[src/rtl/cv32e41s_pkg.sv]
// Shared types and constants for the response integrity check path.
//   obi_inst_resp_t  : OBI response payload (rdata, err, rchk, integrity)
//   rchk_seq_entry_t : per-transaction record held by the rchk sequencer
//   RCHK_EN_*        : checker enable encodings {check err, check rdata}
package cv32e41s_pkg;

    localparam int unsigned OBI_DATA_W = 32;
    localparam int unsigned OBI_RCHK_W = 5;
    localparam int unsigned RCHK_EN_W  = 2;

    typedef struct packed {
        logic [OBI_DATA_W-1:0] rdata;
        logic                  err;
        logic [OBI_RCHK_W-1:0] rchk;
        logic                  integrity;
    } obi_inst_resp_t;

    typedef struct packed {
        logic we;
        logic integ;
    } rchk_seq_entry_t;

    // Bit 1 enables the err check, bit 0 enables the rdata byte-parity check.
    localparam logic [RCHK_EN_W-1:0] RCHK_EN_NONE = 2'b00;
    localparam logic [RCHK_EN_W-1:0] RCHK_EN_ERR  = 2'b10;
    localparam logic [RCHK_EN_W-1:0] RCHK_EN_ALL  = 2'b11;

endpackage

[src/rtl/cv32e41s_rchk_check.sv]
// Combinational response checksum checker.
//   resp_i   : OBI response (rdata, err, rchk)
//   enable_i : {check err, check rdata}
//   err_o    : mismatch between enabled fields and rchk (combinational)
// rchk[3:0] hold the even parity of each rdata byte, rchk[4] the parity of err.
module cv32e41s_rchk_check
    import cv32e41s_pkg::*;
#(
    parameter type RESP_TYPE = obi_inst_resp_t
) (
    input  RESP_TYPE               resp_i,
    input  logic [RCHK_EN_W-1:0]   enable_i,
    output logic                   err_o
);

    // Integrity flag is consumed by the sequencer, not by the checksum.
    logic unused_integrity;
    assign unused_integrity = resp_i.integrity;

    always_comb begin
        err_o = 1'b0;
        if (enable_i[0]) begin
            for (int i = 0; i < 4; i++) begin
                if ((^resp_i.rdata[8*i +: 8]) != resp_i.rchk[i]) begin
                    err_o = 1'b1;
                end
            end
        end
        if (enable_i[1]) begin
            if (resp_i.err != resp_i.rchk[4]) begin
                err_o = 1'b1;
            end
        end
    end

endmodule

[src/rtl/cv32e41s_rchk_sequencer.sv]
// Tracks outstanding OBI transactions and sequences response integrity checks.
//   clk, rst_n        : clock, async active-low reset
//   obi_req_i/gnt_i   : address-phase handshake; accepted when both high
//   obi_we_i          : write enable of the accepted transaction
//   integrity_req_i   : accepted transaction requires integrity checking
//   obi_rvalid_i      : response valid, resp_i its payload
//   req_allowed_o     : outstanding count below DEPTH
//   outstanding_o     : outstanding count
//   integrity_err_o   : one-cycle alert, one cycle after an offending response
//   protocol_err_o    : one-cycle alert on handshake misuse
//   err_sticky_o      : sticky OR of all alerts, cleared by clear_i
module cv32e41s_rchk_sequencer
    import cv32e41s_pkg::*;
#(
    parameter type         RESP_TYPE = obi_inst_resp_t,
    parameter int unsigned DEPTH     = 2
) (
    input  logic                         clk,
    input  logic                         rst_n,
    input  logic                         obi_req_i,
    input  logic                         obi_gnt_i,
    input  logic                         obi_we_i,
    input  logic                         integrity_req_i,
    input  logic                         obi_rvalid_i,
    input  RESP_TYPE                     resp_i,
    output logic                         req_allowed_o,
    output logic [$clog2(DEPTH+1)-1:0]   outstanding_o,
    output logic                         integrity_err_o,
    output logic                         protocol_err_o,
    output logic                         err_sticky_o,
    input  logic                         clear_i
);

    localparam int unsigned CNT_W = $clog2(DEPTH + 1);
    localparam int unsigned PTR_W = (DEPTH > 1) ? $clog2(DEPTH) : 1;

    localparam logic [CNT_W-1:0] CNT_FULL = CNT_W'(DEPTH);
    localparam logic [PTR_W-1:0] PTR_LAST = PTR_W'(DEPTH - 1);

    rchk_seq_entry_t        fifo_q [DEPTH];
    logic [PTR_W-1:0]       rptr_q, rptr_d;
    logic [PTR_W-1:0]       wptr_q, wptr_d;
    logic [CNT_W-1:0]       cnt_q, cnt_d;
    logic                   req_allowed_q, req_allowed_d;
    logic                   integrity_err_q, integrity_err_d;
    logic                   protocol_err_q, protocol_err_d;
    logic                   err_sticky_q, err_sticky_d;

    logic                   accept_c;
    logic                   full_c;
    logic                   empty_c;
    logic                   push_c;
    logic                   pop_c;
    rchk_seq_entry_t        head_c;
    rchk_seq_entry_t        new_entry_c;
    logic [RCHK_EN_W-1:0]   chk_en_c;
    logic                   chk_err_c;

    assign accept_c    = obi_req_i && obi_gnt_i;
    assign full_c      = (cnt_q == CNT_FULL);
    assign empty_c     = (cnt_q == '0);
    assign push_c      = accept_c && !full_c;
    assign pop_c       = obi_rvalid_i && !empty_c;
    assign head_c      = fifo_q[rptr_q];
    assign new_entry_c = '{we: obi_we_i, integ: integrity_req_i};

    // Head entry selects which response fields are covered by rchk.
    always_comb begin
        chk_en_c = RCHK_EN_NONE;
        if (pop_c && head_c.integ) begin
            chk_en_c = head_c.we ? RCHK_EN_ERR : RCHK_EN_ALL;
        end
    end

    cv32e41s_rchk_check #(
        .RESP_TYPE (RESP_TYPE)
    ) u_rchk_check (
        .resp_i   (resp_i),
        .enable_i (chk_en_c),
        .err_o    (chk_err_c)
    );

    // Next-state for pointers, count and alert registers.
    always_comb begin
        rptr_d          = rptr_q;
        wptr_d          = wptr_q;
        cnt_d           = cnt_q;
        integrity_err_d = 1'b0;
        protocol_err_d  = 1'b0;
        err_sticky_d    = err_sticky_q;

        if (push_c) begin
            wptr_d = (wptr_q == PTR_LAST) ? '0 : wptr_q + PTR_W'(1);
        end
        if (pop_c) begin
            rptr_d = (rptr_q == PTR_LAST) ? '0 : rptr_q + PTR_W'(1);
        end

        case ({push_c, pop_c})
            2'b10:   cnt_d = cnt_q + CNT_W'(1);
            2'b01:   cnt_d = cnt_q - CNT_W'(1);
            default: cnt_d = cnt_q;
        endcase

        // Missing integrity on a checked entry is as bad as a checksum mismatch.
        integrity_err_d = pop_c && (chk_err_c || (head_c.integ && !resp_i.integrity));
        protocol_err_d  = (accept_c && full_c) || (obi_rvalid_i && empty_c);

        // A new alert outranks a simultaneous clear.
        if (clear_i) begin
            err_sticky_d = 1'b0;
        end
        if (integrity_err_d || protocol_err_d) begin
            err_sticky_d = 1'b1;
        end
    end

    assign req_allowed_d = (cnt_d < CNT_FULL);

    always_ff @(posedge clk or negedge rst_n) begin
        if (!rst_n) begin
            rptr_q          <= '0;
            wptr_q          <= '0;
            cnt_q           <= '0;
            req_allowed_q   <= 1'b1;
            integrity_err_q <= 1'b0;
            protocol_err_q  <= 1'b0;
            err_sticky_q    <= 1'b0;
            for (int i = 0; i < int'(DEPTH); i++) begin
                fifo_q[i] <= '0;
            end
        end else begin
            rptr_q          <= rptr_d;
            wptr_q          <= wptr_d;
            cnt_q           <= cnt_d;
            req_allowed_q   <= req_allowed_d;
            integrity_err_q <= integrity_err_d;
            protocol_err_q  <= protocol_err_d;
            err_sticky_q    <= err_sticky_d;
            if (push_c) begin
                fifo_q[wptr_q] <= new_entry_c;
            end
        end
    end

    assign req_allowed_o   = req_allowed_q;
    assign outstanding_o   = cnt_q;
    assign integrity_err_o = integrity_err_q;
    assign protocol_err_o  = protocol_err_q;
    assign err_sticky_o    = err_sticky_q;

endmodule
[config.mk]
export PLATFORM = sky130hd
export DESIGN_NAME = cv32e41s_rchk_sequencer
export DESIGN_NICKNAME = d
export VERILOG_FILES = /design/src/rtl/cv32e41s_pkg.sv /design/src/rtl/cv32e41s_rchk_check.sv /design/src/rtl/cv32e41s_rchk_sequencer.sv
export SDC_FILE = /design/constraint.sdc
export NUM_CORES = 1
export LEC_CHECK = 0
export ABC_CLOCK_PERIOD_IN_PS = 1400
export CAP_MARGIN = 20
export CORE_UTILIZATION = 32
export CTS_CLUSTER_SIZE = 24
export DETAILED_ROUTE_END_ITERATION = 8
export PLACE_DENSITY = 0.75
export SETUP_SLACK_MARGIN = 0.15
export SLEW_MARGIN = 20
export SYNTH_ARGS = -nofsm -noshare
export SYNTH_HDL_FRONTEND = slang
export SYNTH_SLANG_ARGS = --single-unit
export TNS_END_PERCENT = 10
[constraint.sdc]
create_clock -name clk -period 1.4 [get_ports clk]
set_input_delay 0.14 -clock clk [delete_from_list [all_inputs] [get_ports clk]]
set_output_delay 0.14 -clock clk [all_outputs]
set_load 0.005 [all_outputs]
==> summary.txt, run 1 <==
Timing
  – PnR worst setup slack: -106.8 ps
  – Minimum clock period after layout: 1507 ps
  – Transition time at the pin with the least slew margin: 511.3 ps
  – Hold slack: 198.4 ps
  – Number of failing hold endpoints at the final stage: 0
  – Fmax achieved: 0.6637 GHz
  – Final setup violation count: 5
  – Setup skew after layout: 2.374 ps
  – RSZ-0062 raised after global routing: yes
  – Final worst-path cycle share: 107.6%
  – Worst relative slew slack: 65.81%
  – Final count of pins violating max slew: 0

CTS
  – Worst-Skew Late Latency: 270 ps
  – Root Buffer Master: sky130_fd_sc_hd__clkbuf_4
  – Hold bufs inserted after CTS: 0
  – Number of buffers inserted during clock tree synthesis: 3
  – TritonCTS clock tree: built
  – Number of H-tree levels: 1
  – # clock sinks: 12
  – Max Buffers Root-to-Sink: 2
  – Clock input transition at the sequential cells of the worst setup and hold paths: 80 ps

Drt
  – Via total after detailed routing: 777
  – First drt pass iteration count: 4
  – Initial DRC count: 5
  – Detail-routed net length per standard cell: 11.28 µm
  – WL final: 1929 µm
  – Count of unresolved DRC violations after routing: 0
  – Via count normalized by instance count: 4.544
  – Number of nets with antenna violations after detailed routing: 0

Placed design
  – DP Wirelength: 1497 µm
  – Count of buffers inserted at the top-level ports: 52
  – Cell area reported after detailed placement: 1440 µm²
  – Placer congestion estimate: 0.6686

Synth
  – Average cell area after synthesis: 11.29 µm²
  – Post-Synth XOR/XNOR Area: 42.37%
  – Multiplexer share of the synthesized area: 7.784%
  – Post-synthesis compound-gate area fraction: 4.341%
  – Dominant combinational cell family by area after synthesis: XOR/XNOR gates
  – Post-Synth Adder-Cell Area: 1.497%
  – Sequential area share after synthesis: 36.08%
  – Cell types with the largest area share after synthesis: sky130_fd_sc_hd__dfrtp_1, sky130_fd_sc_hd__xnor2_1, sky130_fd_sc_hd__xnor3_1
  – Total nets after synthesis: 122
  – Number of warnings reported in the yosys synthesis log: 0
  – Number of cells produced by synthesis: 74
  – Mapped Area: 835.8 µm²
  – Yosys top cell area share: 32.93%
  – Count of unique library cells instantiated by Yosys: 19
  – Top cell type by total area after synthesis: sky130_fd_sc_hd__dfrtp_1
  – Area share of and/or/nand/nor cells after synthesis: 5.689%
  – Yosys reg bits: 12

Worst setup path
  – Element type at the critical path start: flop
  – Critical path cell sequence: buf_4, o21ai_2, inv_1, ha_2, xnor2_2, nor2_1, xnor2_1, inv_1
  – Flop2flop setup slack: -110 ps
  – Master of the slowest instance on the critical path: sky130_fd_sc_hd__dfrtp_2
  – Biggest cell delay along the critical path: 420 ps
  – Worst endpoint required time: 1610 ps
  – Top fanout value on the critical path: 3
  – Critical Path Most Common Cell: sky130_fd_sc_hd__inv_1
  – Endpoint class of the critical path: flop
  – Arrival @ worst endpoint: 1720 ps
  – Worst-case reg-to-reg path depth: 8
  – Type of the worst setup path: flop to flop

Global route
  – Via count of the first global-routing pass: 801
  – Global-route wire length before repair: 2973 µm
  – Antenna violations before repair: 0
  – GR Overflow Total: 0
  – GRT Total Usage: 14.57%
  – Largest net degree at the start of global routing: 13

Finish
  – Storage element area: 302.8 µm²
  – Final core utilization: 64.75%
  – Relative area change from synthesis to final layout: 91.92%
  – Layout Cell Area excl Fill: 1604 µm²
  – Area of the multi-input gates: 625.6 µm²
  – Top library cells by usage in the layout, fill and taps aside: sky130_fd_sc_hd__clkdlybuf4s50_1, sky130_fd_sc_hd__dlygate4sd2_1, sky130_fd_sc_hd__xnor2_1, sky130_fd_sc_hd__dfrtp_1, sky130_fd_sc_hd__buf_4
  – Final net count: 190
  – Number of fill cells in the layout: 215
  – Antenna Cells: 0
  – Share of cells above drive strength 1: 26.95%
  – Leading cell type in the layout, fill and taps excluded: sky130_fd_sc_hd__clkdlybuf4s50_1

Pwr
  – Max rail drop VDD: 0.8062 mV
  – P_leak: 0.0007558 µW
  – Proportion of power drawn by flip-flops and latches: 29.6%
  – Clk pwr share: 12.5%
  – Power per standard cell area: 1388 nW/µm²
  – Net switching share of the total power: 32.05%
  – Combinational Power Share: 57.9%
  – Total internal power: 1513 µW
  – Switching power total: 713.3 µW

Die
  – Floorplan row count: 18
  – Die ar.: 2820 µm²
  – Height of the die: 53.11 µm
  – I/O pin total: 53
  – Die width: 53.11 µm
  – Core region area: 2477 µm²
  – Initial Util: 33.74%

Run status
  – Outcome: finished with violations
  – Violations in the final reports: setup timing

Flow run
  – Max cap viols: 0

Worst hold path
  – Min-delay worst type: input pin to asynchronous set/reset pin
## Yosys cell counts (all sizes together)
| cell | instances |
|---|---|
| nand3 | 1 |
| xor2 | 4 |
| xnor2 | 26 |
| nor2 | 3 |
| inv | 5 |
| o211ai | 1 |
| mux2 | 4 |
| a221oi | 1 |
| a21oi | 1 |
| mux2i | 2 |
| ha | 1 |
| o21ai | 3 |
| xnor3 | 4 |
| nor4 | 1 |
| dfstp | 1 |
| dfrtp | 11 |
| nand2 | 5 |
## logic make-up after synthesis
kind of cell | count (synthesis)
xor gates and xnor gates | 34
DFF | 12
and+or+nand+nor | 10
AOI/OAI and AO/OA | 6
muxes | 6
buffers and inverters | 5
adders and majority gates | 1
## power groups by stage
stage	combinational (µW)	sequential, µW	clock (µW)
after floorplan	531	652	0
after global placement	1010	645	0
after detailed placement	1030	647	0
after CTS	1130	650	291
after global routing	1400	680	310
final	1290	658	278
## critical path, delay by kind of cell (launching register included)
family	cells	cell delay (ps)
buffers and inverters	3	270
AO/OA/AOI/OAI	1	150
XOR/XNOR	2	350
AND/OR/NAND/NOR	1	70
flip-flops	1	420
adder cells (fa/ha/maj)	1	190
## repair_timing
action	in CTS	in global routing
setup buffers	3	2
pin swaps	21	5
gates resized for setup	44	9
setup endpoints to repair	14	12
## state kept, by name, summed over array words and instances (netlist names)
signal           count
fifo_q               4
outstanding_o        2
err_sticky_o         1
integrity_err_o      1
protocol_err_o       1
req_allowed_o        1
rptr_q               1
wptr_q               1
## cell type report
cell class	instances	area share, %
inverter	5	1.170
multi-input combinational	57	39.00
timing repair buffer	63	36.35
tap	30	2.340
sequential	12	18.88
clock buffer	4	2.262
## worst paths after layout
| kind | startpoint | to |
|---|---|---|
| setup / recovery | outstanding_o[0] | req_allowed_o |
| hold / removal | rst_n | wptr_q |
| setup reg to reg | outstanding_o[0] | req_allowed_o |
| hold reg to reg | fifo_q[3] | fifo_q[3] |
| max in group asynchronous | rst_n | outstanding_o[0] |
| min in group clk | obi_req_i | protocol_err_o |
## stage by stage
step	setup WS, ps	total power, µW	std cells	setup TNS (ps)
2_1_floorplan	-29.96	1183	74	-29.96
3_3_place_gp	-453.9	1652	162	-1589
3_5_place_dp	-486.2	1681	162	-1860
4_1_cts	-47.48	2070	169	-190.3
5_1_grt	-220.7	2387	171	-776.5
6_report	-106.8	2226	171	-221.7
## per-layer routing
layer	share of wire, %	track usage (%)	vias up
met5	0	0	-
li1	-	-	375
met3	9.0	4.023	3
met4	0.62	2.632	0
met1	37	15.12	354
met2	53	28.69	45
Power figures use the tool's default switching activity.
==> inputs of run 2 (changes only) <==
--- a/config.mk
+++ b/config.mk
@@ -7,8 +7,9 @@
 export LEC_CHECK = 0
 export ABC_CLOCK_PERIOD_IN_PS = 1400
 export CAP_MARGIN = 20
+export CORE_ASPECT_RATIO = 1.25
 export CORE_UTILIZATION = 32
-export CTS_CLUSTER_SIZE = 24
+export CTS_CLUSTER_SIZE = 10
 export DETAILED_ROUTE_END_ITERATION = 8
 export PLACE_DENSITY = 0.75
 export SETUP_SLACK_MARGIN = 0.15
==> summary.txt, run 2 (synthesized netlist as in run 1, its figures left out) <==
Worst setup path
  – R2R Path Start: outstanding_o[0] (unchanged)
  – Master of the slowest instance on the critical path: sky130_fd_sc_hd__dfrtp_2 (unchanged)
  – Critical path cell sequence: o211ai_1, ha_2, xnor2_1, nor2_2, xnor2_2, inv_1 (was buf_4, o21ai_2, inv_1, ha_2, xnor2_2, nor2_1, xnor2_1, inv_1)
  – Endpoint class of the critical path: flop (unchanged)
  – Element type at the critical path start: flop (unchanged)
  – Arrival @ worst endpoint: 1660 ps (was 1720 ps)
  – Type of the worst setup path: flop to flop (unchanged)
  – Worst-case reg-to-reg path depth: 6 (was 8)
  – Worst endpoint required time: 1610 ps (about the same)
  – Flop2flop setup slack: -50 ps (was -110 ps)
  – Biggest cell delay along the critical path: 410 ps (was 420 ps)
  – RR Endpoint: req_allowed_o (unchanged)
  – Top fanout value on the critical path: 3 (unchanged)

CTS
  – Number of buffers inserted during clock tree synthesis: 3 (unchanged)
  – # clock sinks: 12 (unchanged)
  – Root Buffer Master: sky130_fd_sc_hd__clkbuf_4 (unchanged)
  – Max Buffers Root-to-Sink: 2 (unchanged)
  – TritonCTS clock tree: built (unchanged)
  – Clock input transition at the sequential cells of the worst setup and hold paths: 70 ps (was 80 ps)
  – Worst-Skew Late Latency: 270 ps (about the same)
  – Number of H-tree levels: 1 (unchanged)

Finish
  – Register bank with the most flops: fifo_q (unchanged)
  – Layout Cell Area excl Fill: 1582 µm² (was 1604 µm²)
  – Final net count: 187 (was 190)
  – Final standard cell count with taps included and fillers excluded: 171 (unchanged)
  – Final core utilization: 64.49% (was 64.75%)
  – Number of fill cells in the layout: 222 (was 215)
  – Largest register FFs: 4 (unchanged)
  – Relative area change from synthesis to final layout: 89.22% (was 91.92%)
  – Top library cells by usage in the layout, fill and taps aside: sky130_fd_sc_hd__clkdlybuf4s50_1, sky130_fd_sc_hd__xnor2_1, sky130_fd_sc_hd__dlygate4sd2_1, sky130_fd_sc_hd__dfrtp_1, sky130_fd_sc_hd__buf_4 (was sky130_fd_sc_hd__clkdlybuf4s50_1, sky130_fd_sc_hd__dlygate4sd2_1, sky130_fd_sc_hd__xnor2_1, sky130_fd_sc_hd__dfrtp_1, sky130_fd_sc_hd__buf_4)
  – Leading cell type in the layout, fill and taps excluded: sky130_fd_sc_hd__clkdlybuf4s50_1 (unchanged)
  – Antenna Cells: 0 (unchanged)
  – Share of cells above drive strength 1: 23.19% (was 26.95%)

Timing
  – Final worst-path cycle share: 103.4% (was 107.6%)
  – Hold slack: 210.1 ps (was 198.4 ps)
  – Final count of pins violating max slew: 0 (unchanged)
  – Fmax achieved: 0.6908 GHz (was 0.6637 GHz)
  – PnR worst setup slack: -47.61 ps (was -106.8 ps)
  – Minimum clock period after layout: 1448 ps (was 1507 ps)
  – Transition time at the pin with the least slew margin: 536.9 ps (was 511.3 ps)
  – Setup skew after layout: 3.936 ps (was 2.374 ps)
  – Final setup violation count: 7 (was 5)
  – Worst relative slew slack: 64.09% (was 65.81%)
  – Number of failing hold endpoints at the final stage: 0 (unchanged)
  – Final TNS setup: -156.8 ps (was -221.7 ps)
  – RSZ-0062 raised after global routing: yes (unchanged)

Die
  – Floorplan row count: 20 (was 18)
  – Core region area: 2452 µm² (was 2477 µm²)
  – I/O pin total: 53 (unchanged)
  – Height of the die: 59.14 µm (was 53.11 µm)
  – Initial Util: 34.08% (was 33.74%)
  – Die ar.: 2822 µm² (was 2820 µm²)
  – Die width: 47.71 µm (was 53.11 µm)

Placed design
  – Cell area reported after detailed placement: 1444 µm² (was 1440 µm²)
  – Placer congestion estimate: 0.7198 (was 0.6686)
  – Count of buffers inserted at the top-level ports: 52 (unchanged)
  – Post-placement cell count: 165 (was 162)
  – DP Wirelength: 1550 µm (was 1497 µm)

Global route
  – Antenna violations before repair: 0 (unchanged)
  – GR Overflow Total: 0 (unchanged)
  – GRT Total Usage: 14.75% (was 14.57%)
  – Largest net degree at the start of global routing: 13 (unchanged)
  – Via count of the first global-routing pass: 815 (was 801)
  – Global-route wire length before repair: 3049 µm (was 2973 µm)

Pwr
  – Switching power total: 654.5 µW (was 713.3 µW)
  – Clk pwr share: 13.1% (was 12.5%)
  – Max rail drop VDD: 0.6698 mV (was 0.8062 mV)
  – Power per standard cell area: 1316 nW/µm² (was 1388 nW/µm²)
  – Total internal power: 1427 µW (was 1513 µW)
  – Net switching share of the total power: 31.44% (was 32.05%)
  – Proportion of power drawn by flip-flops and latches: 31.2% (was 29.6%)
  – P_leak: 0.0007611 µW (was 0.0007558 µW)
  – Combinational Power Share: 55.7% (was 57.9%)

Drt
  – Count of unresolved DRC violations after routing: 0 (unchanged)
  – Met2 Wirelength: 1077 µm (was 1030 µm)
  – Number of nets with antenna violations after detailed routing: 0 (unchanged)
  – Initial DRC count: 2 (was 5)
  – Via count normalized by instance count: 4.450 (was 4.544)
  – WL final: 1852 µm (was 1929 µm)
  – Top routing layer in use: met4 (unchanged)
  – Via total after detailed routing: 761 (was 777)
  – Met3 Wirelength: 143 µm (was 173 µm)
  – First drt pass iteration count: 2 (was 4)
  – Detail-routed net length per standard cell: 10.83 µm (was 11.28 µm)
  – Routed length on met1: 612 µm (was 713 µm)

Flow run
  – Max cap viols: 0 (unchanged)

Run status
  – Violations in the final reports: setup timing (unchanged)
  – Outcome: finished with violations (unchanged)

Worst hold path
  – Min-delay worst type: input pin to asynchronous set/reset pin (unchanged)
## run 2: timing repair
item | 4_1_cts | 5_1_grt
gates resized for setup | 27 | 15
hold buffers | 0 | 0
endpoints found under the setup margin | 14 | 10
pin swaps | 18 | 10
setup buffers | 2 | 0
## run 2: cell type report
class | instances | area (µm²) | share of cell area, %
Multi-Input combinational cell | 57 | 606.8 | 38.37
Timing Repair Buffer | 60 | 575.6 | 36.39
Sequential cell | 12 | 302.8 | 19.15
Tap cell | 33 | 41.29 | 2.611
Clock buffer | 4 | 36.28 | 2.294
Inverter | 5 | 18.77 | 1.187
## run 2: worst max-delay path, delay by kind of cell, from the launching register on
| kind | cells | cell delay (ps) |
|---|---|---|
| AOI/OAI and AO/OA | 1 | 310 |
| xor gates and xnor gates | 2 | 290 |
| adders and majority gates | 1 | 240 |
| buffers and inverters | 1 | 50 |
| DFF | 1 | 410 |
| and+or+nand+nor | 1 | 80 |
## run 2: worst max-delay path by stage
stage / from / cells past startpoint / to
2_1_floorplan: outstanding_o[0] / 5 / req_allowed_o
3_3_place_gp: resp_i[28] / 6 / err_sticky_o
3_5_place_dp: resp_i[28] / 6 / err_sticky_o
4_1_cts: outstanding_o[1] / 6 / fifo_q[1]
5_1_grt: outstanding_o[0] / 5 / req_allowed_o
6_report: outstanding_o[0] / 6 / req_allowed_o
## run 2: power by group through the flow
stage                     Combinational [µW]  Clock [µW]  Sequential, µW
after floorplan                          531           0             652
after global placement                  1020           0             630
after detailed placement                1040           0             639
after CTS                               1070         288             645
after global routing                    1270         295             674
final                                   1160         272             650
## run 2: per-stage QoR
step           power [µW]  worst slack (ps)
2_1_floorplan        1183            -29.96
3_3_place_gp         1648            -450.3
3_5_place_dp         1678            -465.9
4_1_cts              2007            -45.61
5_1_grt              2239            -144.0
6_report             2082            -47.61
## run 2: routing by layer
layer	GRT usage (%)	vias up
met5	0	-
met4	4.762	0
met3	2.134	2
met2	29.54	39
met1	14.09	351
li1	-	369
==> inputs of run 3 (changes only) <==
--- a/config.mk
+++ b/config.mk
@@ -5,13 +5,16 @@
 export SDC_FILE = /design/constraint.sdc
 export NUM_CORES = 1
 export LEC_CHECK = 0
+export ABC_AREA = 0
 export ABC_CLOCK_PERIOD_IN_PS = 1400
 export CAP_MARGIN = 20
 export CORE_ASPECT_RATIO = 1.25
+export CORE_MARGIN = 3
 export CORE_UTILIZATION = 32
 export CTS_CLUSTER_SIZE = 10
 export DETAILED_ROUTE_END_ITERATION = 8
 export PLACE_DENSITY = 0.75
+export RECOVER_POWER = 25
 export SETUP_SLACK_MARGIN = 0.15
 export SLEW_MARGIN = 20
 export SYNTH_ARGS = -nofsm -noshare
==> summary.txt, run 3 (synthesized netlist as in run 1, its figures left out) <==
Run status
  – Outcome: finished with violations (unchanged)
  – Violations in the final reports: setup timing (unchanged)

Timing
  – RSZ-0062 raised after global routing: yes (unchanged)
  – Worst relative slew slack: 62.90% (was 64.09%)
  – Final worst-path cycle share: 106.0% (was 103.4%)
  – Final count of pins violating max slew: 0 (unchanged)
  – Transition time at the pin with the least slew margin: 554.7 ps (was 536.9 ps)
  – Final TNS setup: -289.1 ps (was -156.8 ps)
  – Minimum clock period after layout: 1483 ps (was 1448 ps)
  – Setup skew after layout: 5.236 ps (was 3.936 ps)
  – Fmax achieved: 0.6742 GHz (was 0.6908 GHz)
  – PnR worst setup slack: -83.30 ps (was -47.61 ps)
  – Final setup violation count: 7 (unchanged)
  – Number of failing hold endpoints at the final stage: 0 (unchanged)

Global route
  – GRT Total Usage: 13.27% (was 14.75%)
  – Global-route wire length before repair: 3305 µm (was 3049 µm)
  – Via count of the first global-routing pass: 822 (was 815)
  – Largest net degree at the start of global routing: 13 (unchanged)
  – Antenna violations before repair: 0 (unchanged)
  – GR Overflow Total: 0 (unchanged)

Drt
  – WL final: 1957 µm (was 1852 µm)
  – Via total after detailed routing: 746 (was 761)
  – Initial DRC count: 1 (was 2)
  – Count of unresolved DRC violations after routing: 0 (unchanged)
  – Number of nets with antenna violations after detailed routing: 0 (unchanged)
  – Detail-routed net length per standard cell: 11.44 µm (was 10.83 µm)
  – Via count normalized by instance count: 4.363 (was 4.450)
  – First drt pass iteration count: 2 (unchanged)

Placed design
  – Placer congestion estimate: 0.7283 (was 0.7198)
  – DP Wirelength: 1681 µm (was 1550 µm)
  – Count of buffers inserted at the top-level ports: 52 (unchanged)

Finish
  – Final net count: 187 (unchanged)
  – Leading cell type in the layout, fill and taps excluded: sky130_fd_sc_hd__clkdlybuf4s50_1 (unchanged)
  – Relative area change from synthesis to final layout: 85.48% (was 89.22%)
  – Final core utilization: 63.21% (was 64.49%)
  – Share of cells above drive strength 1: 22.46% (was 23.19%)
  – Largest register FFs: 4 (unchanged)
  – Top library cells by usage in the layout, fill and taps aside: sky130_fd_sc_hd__clkdlybuf4s50_1, sky130_fd_sc_hd__xnor2_1, sky130_fd_sc_hd__dlygate4sd2_1, sky130_fd_sc_hd__dfrtp_1, sky130_fd_sc_hd__buf_4 (unchanged)
  – Number of fill cells in the layout: 217 (was 222)
  – Antenna Cells: 0 (unchanged)
  – Register bank with the most flops: fifo_q (unchanged)

Pwr
  – Max rail drop VDD: 0.5870 mV (was 0.6698 mV)
  – P_leak: 0.0007019 µW (was 0.0007611 µW)
  – Power per standard cell area: 1314 nW/µm² (was 1316 nW/µm²)

CTS
  – Root Buffer Master: sky130_fd_sc_hd__clkbuf_4 (unchanged)
  – Max Buffers Root-to-Sink: 2 (unchanged)
  – TritonCTS clock tree: built (unchanged)
  – Hold bufs inserted after CTS: 0 (unchanged)
  – Clock input transition at the sequential cells of the worst setup and hold paths: 80 ps (was 70 ps)
  – Number of H-tree levels: 1 (unchanged)
  – # clock sinks: 12 (unchanged)
  – Number of buffers inserted during clock tree synthesis: 3 (unchanged)
  – Worst-Skew Late Latency: 290 ps (was 270 ps)

Worst setup path
  – Endpoint class of the critical path: flop (unchanged)
  – Delay-heaviest family, CP: flip-flops (unchanged)
  – Biggest cell delay along the critical path: 410 ps (about the same)
  – Master of the slowest instance on the critical path: sky130_fd_sc_hd__dfrtp_2 (unchanged)
  – Arrival @ worst endpoint: 1700 ps (was 1660 ps)
  – Buffers & Inverters on Critical Path: 1 (unchanged)
  – Top fanout value on the critical path: 3 (unchanged)
  – Critical path cell sequence: o211ai_1, ha_2, nor2_1, xnor2_1, inv_1 (was o211ai_1, ha_2, xnor2_1, nor2_2, xnor2_2, inv_1)
  – Element type at the critical path start: flop (unchanged)
  – Worst endpoint required time: 1620 ps (was 1610 ps)
  – Type of the worst setup path: flop to flop (unchanged)

Die
  – Die ar.: 3265 µm² (was 2822 µm²)
  – Initial Util: 34.08% (unchanged)
  – Core region area: 2452 µm² (unchanged)
  – Floorplan row count: 20 (unchanged)
  – Height of the die: 63.14 µm (was 59.14 µm)
  – Die width: 51.71 µm (was 47.71 µm)
  – I/O pin total: 53 (unchanged)

Worst hold path
  – Min-delay worst type: input pin to asynchronous set/reset pin (unchanged)

Flow run
  – Max cap viols: 0 (unchanged)
[run 3: cell count changes in the layout (fill, tap and decap cells not counted)]
cell / change
sky130_fd_sc_hd__o21ai_4: -1
sky130_fd_sc_hd__clkdlybuf4s15_1: +1
sky130_fd_sc_hd__nand2_2: +1
sky130_fd_sc_hd__o21ai_2: +1
sky130_fd_sc_hd__nor2_2: -1
sky130_fd_sc_hd__dlygate4sd3_1: +1
sky130_fd_sc_hd__clkdlybuf4s50_1: +3
sky130_fd_sc_hd__nand2_4: -1
sky130_fd_sc_hd__mux2_4: -1
sky130_fd_sc_hd__nor2_1: +1
sky130_fd_sc_hd__mux2_2: +1
sky130_fd_sc_hd__dlymetal6s2s_1: -5
[run 3: metrics by stage]
stage | power [µW] | std cells | instance area (µm²) | worst slack, ps | hold WS (ps)
6_report | 2037 | 171 | 1550 | -83.30 | 271.9
5_1_grt | 2191 | 171 | 1550 | -196.8 | 304.4
4_1_cts | 1979 | 170 | 1509 | -59.28 | 223.9
3_5_place_dp | 1684 | 165 | 1444 | -484.4 | 498.8
3_3_place_gp | 1652 | 165 | 1444 | -454.5 | 482.9
2_1_floorplan | 1183 | 74 | 837.1 | -29.96 | -155.6
[run 3: metal layers]
metal  wire length [µm]  GRT usage [%]  vias up
met3                201          4.255        3
li1                   -              -      368
met5                  0              0        -
met2               1036          25.00       43
met4                 36          4.918        0
met1                684          12.84      332
[run 3: worst paths after layout]
path | from | to | slack [ps] | cells past startpoint
max | outstanding_o[0] | req_allowed_o | -80 | 5
min | rst_n | rptr_q | 270 | 1
max in group asynchronous | rst_n | outstanding_o[0] | 730 | 1
max reg2reg | outstanding_o[0] | req_allowed_o | -80 | 5
min reg2reg | fifo_q[3] | fifo_q[3] | 520 | 1
min in group clk | clear_i | err_sticky_o | 480 | 4
[run 3: cell type report]
class | count | area (µm²) | share of cell area [%]
inverters | 5 | 18.77 | 1.211
multi-input cells | 57 | 588.1 | 37.93
clock buffers | 4 | 36.28 | 2.341
flip-flops and latches | 12 | 302.8 | 19.53
repair buffers | 60 | 563.0 | 36.32
well taps | 33 | 41.29 | 2.663
[run 3: what timing repair did]
action,4_1_cts,5_1_grt
endpoints found under the setup margin,15,11
pin swaps,18,2
resized for setup,26,9
buffers inserted,1,1
[run 3: worst reg2reg max path, stage by stage, from the launching register on]
cell and delay [ps]:
sky130_fd_sc_hd__dfrtp_2 410, sky130_fd_sc_hd__o211ai_1 330, sky130_fd_sc_hd__ha_2 350, sky130_fd_sc_hd__nor2_1 130
sky130_fd_sc_hd__xnor2_1 140, sky130_fd_sc_hd__inv_1 60
[run 3: report_power, final]
group,leakage [µW],total (µW),internal [µW],switching (µW)
clock,0.0000210,287,159,128
sequential,0.000142,644,535,109
combinational,0.000539,1110,705,401
